<file path="config.mk">
export PLATFORM = sky130hd
export DESIGN_NAME = uart_tx_master
export DESIGN_NICKNAME = d
export VERILOG_FILES = /design/src/rtl/uart_tx_master.sv
export SDC_FILE = /design/constraint.sdc
export NUM_CORES = 1
export LEC_CHECK = 0
export CAP_MARGIN = 30
export CORE_MARGIN = 4
export CORE_UTILIZATION = 40
export CTS_BUF_LIST = sky130_fd_sc_hd__clkbuf_8
export CTS_CLUSTER_DIAMETER = 200
export DETAILED_ROUTE_END_ITERATION = 16
export GPL_ROUTABILITY_DRIVEN = 0
export HOLD_SLACK_MARGIN = 0.1
export SETUP_SLACK_MARGIN = 0.02
export SLEW_MARGIN = 10
export SYNTH_ARGS = -nofsm -noshare
export SYNTH_HDL_FRONTEND = slang
export SYNTH_SLANG_ARGS = --single-unit
</file>
<file path="constraint.sdc">
create_clock -name clk -period 4.6 [get_ports clk]
set_input_delay 0.92 -clock clk [delete_from_list [all_inputs] [get_ports clk]]
set_output_delay 0.92 -clock clk [all_outputs]
set_load 0.02 [all_outputs]
</file>
<file path="src/rtl/uart_tx_master.sv">
`default_nettype none
// ============================================================================
// Module      : uart_tx_master
// Description : UART transmitter with a one-entry holding buffer that allows
//               back-to-back frames (start, D0..D7, optional even parity, stop).
// Revision    : 1.0 - initial release
// ============================================================================
module uart_tx_master #(
    parameter int CLKS_PER_BIT = 1,
    parameter int PARITY_EN    = 1
) (
    input  logic       clk,
    input  logic       rst,
    input  logic [7:0] data_in,
    input  logic       en_tx,
    output logic       tx_ready,
    output logic       u_tx,
    output logic       u_tx_busy,
    output logic       u_tx_done
);

    localparam int c_CNT_W = (CLKS_PER_BIT > 1) ? $clog2(CLKS_PER_BIT) : 1;
    localparam logic [c_CNT_W-1:0] c_CNT_MAX = c_CNT_W'(CLKS_PER_BIT - 1);
    localparam logic [c_CNT_W-1:0] c_CNT_PRE = c_CNT_W'(CLKS_PER_BIT - 2);
    localparam logic c_ONE_CLK = (CLKS_PER_BIT == 1);

    localparam logic [2:0] c_ST_IDLE   = 3'd0;
    localparam logic [2:0] c_ST_START  = 3'd1;
    localparam logic [2:0] c_ST_DATA   = 3'd2;
    localparam logic [2:0] c_ST_PARITY = 3'd3;
    localparam logic [2:0] c_ST_STOP   = 3'd4;

    logic [2:0]         r_state;
    logic [c_CNT_W-1:0] r_clk_cnt;
    logic [2:0]         r_bit_idx;
    logic [7:0]         r_shift;
    logic               r_parity;
    logic [7:0]         r_buf;
    logic               r_buf_full;
    logic               r_ready;
    logic               r_tx;
    logic               r_done;

    logic w_bit_end;
    logic w_accept;
    logic w_stop_end;

    assign w_bit_end  = (r_clk_cnt == c_CNT_MAX);
    assign w_accept   = en_tx && r_ready;
    assign w_stop_end = (r_state == c_ST_STOP) && w_bit_end;

    always_ff @(posedge clk) begin
        if (rst) begin
            r_state    <= c_ST_IDLE;
            r_clk_cnt  <= '0;
            r_bit_idx  <= 3'd0;
            r_shift    <= 8'd0;
            r_parity   <= 1'b0;
            r_buf      <= 8'd0;
            r_buf_full <= 1'b0;
            r_ready    <= 1'b1;
            r_tx       <= 1'b1;
            r_done     <= 1'b0;
        end else begin
            r_done  <= 1'b0;
            // Ready lags the buffer by one cycle so a drain never re-opens it early.
            r_ready <= !r_buf_full;

            if (r_state == c_ST_IDLE || w_bit_end) begin
                r_clk_cnt <= '0;
            end else begin
                r_clk_cnt <= r_clk_cnt + c_CNT_W'(1);
            end

            case (r_state)
                c_ST_IDLE: begin
                    r_tx <= 1'b1;
                    if (w_accept) begin
                        r_shift  <= data_in;
                        r_parity <= ^data_in;
                        r_tx     <= 1'b0;
                        r_state  <= c_ST_START;
                    end
                end
                c_ST_START: begin
                    if (w_bit_end) begin
                        r_tx      <= r_shift[0];
                        r_bit_idx <= 3'd0;
                        r_state   <= c_ST_DATA;
                    end
                end
                c_ST_DATA: begin
                    if (w_bit_end) begin
                        if (r_bit_idx == 3'd7) begin
                            if (PARITY_EN != 0) begin
                                r_tx    <= r_parity;
                                r_state <= c_ST_PARITY;
                            end else begin
                                r_tx    <= 1'b1;
                                r_done  <= c_ONE_CLK;
                                r_state <= c_ST_STOP;
                            end
                        end else begin
                            r_shift   <= {1'b0, r_shift[7:1]};
                            r_tx      <= r_shift[1];
                            r_bit_idx <= r_bit_idx + 3'd1;
                        end
                    end
                end
                c_ST_PARITY: begin
                    if (w_bit_end) begin
                        r_tx    <= 1'b1;
                        r_done  <= c_ONE_CLK;
                        r_state <= c_ST_STOP;
                    end
                end
                c_ST_STOP: begin
                    if (!c_ONE_CLK && !w_bit_end && r_clk_cnt == c_CNT_PRE) begin
                        r_done <= 1'b1;
                    end
                    if (w_bit_end) begin
                        if (r_buf_full) begin
                            r_shift    <= r_buf;
                            r_parity   <= ^r_buf;
                            r_buf_full <= 1'b0;
                            r_tx       <= 1'b0;
                            r_state    <= c_ST_START;
                        end else if (w_accept) begin
                            r_shift  <= data_in;
                            r_parity <= ^data_in;
                            r_tx     <= 1'b0;
                            r_state  <= c_ST_START;
                        end else begin
                            r_tx    <= 1'b1;
                            r_state <= c_ST_IDLE;
                        end
                    end
                end
                default: begin
                    r_tx    <= 1'b1;
                    r_state <= c_ST_IDLE;
                end
            endcase

            // A request landing on the final stop clock goes straight to the shifter.
            if (w_accept && r_state != c_ST_IDLE && !w_stop_end) begin
                r_buf      <= data_in;
                r_buf_full <= 1'b1;
                r_ready    <= 1'b0;
            end
        end
    end

    assign tx_ready  = r_ready;
    assign u_tx      = r_tx;
    assign u_tx_busy = (r_state != c_ST_IDLE);
    assign u_tx_done = r_done;

endmodule
`default_nettype wire

</file>
Word-level counts from Yosys, hierarchy flattened
Cells that the tools add are included.
{ "classes": {"bitwise": 2, "n_eq_ne": 13, "addsub": 2, "reduce_logical": 23, "mux": 36} }
{ "op_table": {"columns": ["op", "n"], "rows": [
  ["two-way mux 8 bit", 5],
  ["two-way mux 3 bit", 9],
  ["one-hot mux 8 bit (3 select lines)", 1],
  ["two-way mux 1 bit", 17],
  ["XOR reduction 8 bit", 2],
  ["one-hot mux 3 bit (5 select lines)", 1],
  ["!= test 2 bit (second input constant)", 7],
  ["AND reduction 4 bit", 3],
  ["== test 3 x 2 -> 1 bit (second input constant)", 2],
  ["== test 3 bit (second input constant)", 2],
  ["one-hot mux 3 bit (2 select lines)", 1],
  ["AND reduction 6 bit", 1],
  ["nonzero test 2 bit", 3],
  ["nonzero test 3 bit", 2],
  ["one-hot mux 1 bit (5 select lines)", 1],
  ["logical AND 1 bit", 4],
  ["AND reduction 2 bit", 2],
  ["OR reduction 2 bit", 2],
  ["adder 3 x 1 -> 3 bit (second input constant)", 1],
  ["== test 3 x 1 -> 1 bit (second input constant)", 1],
  ["logical NOT 3 bit", 1],
  ["logical NOT 1 bit", 2],
  ["!= test 2 x 1 -> 1 bit (second input constant)", 1],
  ["inverter 1 bit", 2],
  ["other kinds (3)", 3]
]} }
{ "word_totals": {"output_inout_bits": 4, "wordCells": 86, "reg_bits": 28, "input_bits": 11} }

Depth between registers and ports, before layout
{ "logic_depth": {"depth_word": 6, "depth_mapped": 7, "depth_no_buf": 7} }

Worst setup path before layout
OpenSTA, ideal clock, no wires.
{ "synth_path": {"kind": "flip-flop to output port", "startpoint": "register r_state[1]", "endpoint": "output port u_tx_busy", "path_stages_with_launch": 3, "required_ns": 3.680, "setup_slack_ns": 2.710, "t_arrival_ns": 0.970, "path_cell_list": "dfxtp_1 buf_2 or3_1"} }
{ "synth_between": {"elab_chain_cells": 1} }
{ "synth_rtl": {"columns": ["item", "line", "text"], "rows": [
  ["start, declared", "33", "logic [2:0] r_state;"],
  ["start signal, assigned", "54", "r_state <= c_ST_IDLE;"],
  ["start signal, assigned", "82", "r_state <= c_ST_START;"],
  ["start signal, assigned", "89", "r_state <= c_ST_DATA;"],
  ["nonzero test 3 bit", "156", "assign u_tx_busy = (r_state != c_ST_IDLE);"],
  ["end, declared", "18", "output logic u_tx_busy,"]
]} }
No other way between the ends.

Final worst setup path
{ "layout_path": {"startpoint": "register r_state[2]", "endpoint": "output port u_tx_busy"} }
Same word-level chain as after synthesis.

==> impl_metrics.csv <==
group,metric,value,unit
run_status,status,"complete, no violations",
worst_setup_path,slowest_stage,"dfxtp_1",
clocking,ctsResizeCount,0,
sta,fmax,356,MHz
yosys,yosysSeqAreaShare,0.344,
worst_setup_path,worstPathMaxFanout,19,
sta,timing.final.setup_violations,0,
worst_setup_path,critPathRequiredTime,3.68,ns
routing,wire_per_inst,14.6,µm
sta,fin_crit_sh,0.611,
sta,slew_viol_final,0,
sta,holdWs,0.476,ns
sta,fin_skew,0.00250,ns
clocking,htreeDepth,1,
sta,fin_crit,2.81,ns
worst_setup_path,cp.buffers_inverters,1,
sta,worst_pin_slew,0.695,ns
yosys,synth_seq_cells,28,
clocking,clock_sinks,28,
worst_setup_path,crit_type,"flop to primary output",
yosys,synth_simple_gate_area_frac,0.209,
placed_design,place_inst,246,
yosys,synth_top_area_frac,0.344,
sta,fin_ws,1.79,ns
global_route,grtUsageTotal,0.148,
yosys,synth_common_cells,"nor2_1, dfxtp_1, a21oi_1, xnor2_1",
routing,drtAntennaViolNets,0,
pwr,combPwrFrac,0.290,
placed_design,dpl_worst_slack,1.40,ns
worst_setup_path,crit_family,"flip-flops",
final_layout,final_area,1810,µm²
floorplan,chipWidth,71.8,µm
clocking,insertion_delay,0.27,ns
clocking,cts_made_buffers,3,
clocking,clk_root_buffer_cell,"clkbuf_8",
pwr,ir_worst_vdd,0.127,mV
yosys,yosysTopAreaCell,"dfxtp_1",
worst_setup_path,cp.depth,2,
job,maxCapViolCount,0,
yosys,synthFlopType,"dfxtp_1",
floorplan,pin_count,15,
pwr,p_seq_frac,0.487,
worst_setup_path,max_stage_delay,0.78,ns
yosys,syn_area,1630,µm²
pwr,power_leakage,0.666,nW
clocking,cts_buffer_depth,2,
floorplan,start_util,0.429,
routing,routed_wl,3660,µm
routing,vias_per_cell,5.61,
final_layout,final_nets,218,
routing,firstDrtPassIters,4,
global_route,grt_pass1_vias,1398,
yosys,synth_enable_flop_cells,0,
final_layout,utilization,0.477,
global_route,antenna_found_initial,0,
min_path,hold_depth,2,
final_layout,final_layout_size_suffix_gt1_frac,0.0690,
pwr,clock_power_share,0.223,
pwr,internal-power,0.403,mW
yosys,synth_warnings,0,
worst_setup_path,cp.arrival,1.89,ns
worst_setup_path,crit_chain,"or3_1, clkdlybuf4s50_1",
yosys,synth_cells,198,
worst_setup_path,crit_path_end_kind,"primary output",
pwr,swShare,0.317,
final_layout,synthToLayoutAreaGrowth,11.3,%
global_route,grt_pass1_wl,6230,µm
global_route,grt_max_degree,31,
yosys,synth_cell_types,45,
worst_setup_path,cp-start-kind,"flop",
clocking,hold_buffers,0,
yosys,syn_nets,211,
sta,relSlewSlack,0.536,
yosys,synth_xor_area_frac,0.0807,
routing,drtIter0Drc,88,
yosys,synth_compound_area_frac,0.220,
floorplan,num_rows,22,
yosys,post-synth-top-count-cell,"nor2_1",
floorplan,die-height,71.8,µm
clocking,cts_setup_buffers,0,
pwr,netSwitchingPower,0.187,mW
placed_design,hpwl,2610,µm
floorplan,die-area,5150,µm²
routing,vias,1408,
yosys,synthAdderAreaFrac,0.0154,
routing,drc,0,
global_route,gr-total-overflow,0,
sta,tns,0,ns
yosys,ys_async_sr_fraction,0,
sta,final_hold_viol_count,0,
pwr,p_per_area,326,nW/µm²
worst_setup_path,worstRegToRegCells,4,
floorplan,core-area,3800,µm²
min_path,hold_path_class,"flop to flop",
sta,rsz0062_at_grt,"false",
clocking,cts.clk_slew.worst_paths,0.09,ns
placed_design,dpl_cell_area,1750,µm²
clocking,tritoncts,"done",
yosys,avgSynthCellArea,8.22,µm²
final_layout,fin_cells,251,
placed_design,port_buffers,14,
yosys,synth_top_family_by_area,"compound AO/OA/AOI/OAI gates",
final_layout,antenna_cells,0,
pwr,finalPower,0.590,mW
yosys,synthMuxAreaShare,0.0746,
yosys,synth_area_leaders,"dfxtp_1, nor2_1, xnor2_1",
[kinds of logic after synthesis]
logic type | count (synthesis)
muxes | 12
adders and majority gates | 2
AOI/OAI and AO/OA | 57
DFF | 28
buffers and inverters | 16
other | 1
and+or+nand+nor | 67
xor gates and xnor gates | 15
[power by group through the flow]
stage	logic (mW)	registers, mW	clock network [mW]
5_1_grt	0.191	0.291	0.148
6_report	0.171	0.287	0.132
3_5_place_dp	0.170	0.292	0
2_1_floorplan	0.131	0.285	0
4_1_cts	0.170	0.287	0.139
3_3_place_gp	0.166	0.292	0
[layout by cell type, fill, tap and decap left out, drive strengths merged]
master / count
clkdlybuf4s50: 14
a221oi: 1
a21o: 1
nor2: 35
ha: 2
and3b: 3
a211oi: 6
nand3: 2
o21bai: 2
nand4b: 1
mux2: 1
and2: 1
o32a: 1
nor3b: 3
a32oi: 1
nand3b: 1
a31oi: 1
a22oi: 7
xor2: 2
buf: 3
or2: 1
or3: 1
o21ai: 20
mux2i: 11
dfxtp: 28
nand2: 10
a311oi: 1
conb: 1
inv: 1
clkbuf: 3
o32ai: 1
xnor2: 13
o22ai: 1
nand4: 2
a21oi: 14
nor2b: 4
nor3: 3
[cell type report]
class                   count  area, µm²
clock buffers               3       41.3
fillers                   362       1990
flip-flops and latches     28        561
multi-input cells         154        980
well taps                  48       60.1
inverters                   1       3.75
repair buffers             17        166
[worst paths after layout]
check / start / to / slack, ns
worst min register to register: r_shift[0]$_SDFFE_PP0P_ / r_shift[0]$_SDFFE_PP0P_ / 0.48
worst max register to register: r_state[2]$_SDFFE_PP0P_ / r_shift[0]$_SDFFE_PP0P_ / 2.59
worst max-delay path: r_state[2]$_SDFFE_PP0P_ / u_tx_busy / 1.79
worst min-delay path: r_shift[0]$_SDFFE_PP0P_ / r_shift[0]$_SDFFE_PP0P_ / 0.48
[state kept, by name, summed over array words and instances, names as in the netlist]
| register | flops |
|---|---|
| r_clk_cnt | 1 |
| r_shift | 8 |
| u_tx_done | 1 |
| r_buf_full | 1 |
| r_state | 3 |
| u_tx | 1 |
| r_bit_idx | 3 |
| r_parity | 1 |
| r_buf | 8 |
| tx_ready | 1 |
[tightest hold or removal path: stages, from the launching register on]
cell and delay [ns]:
dfxtp_1 0.32, inv_1 0.06, a221oi_2 0.05
[per-layer routing]
metal / up-vias / wire, µm / GRT usage
li1: 709 / - / -
met1: 663 / 1680 / 0.186
met2: 28 / 1780 / 0.243
met3: 8 / 148 / 0.0252
met4: 0 / 58 / 0.0689
met5: - / 0 / 0
No activity file was read; power rests on OpenSTA's default activity.
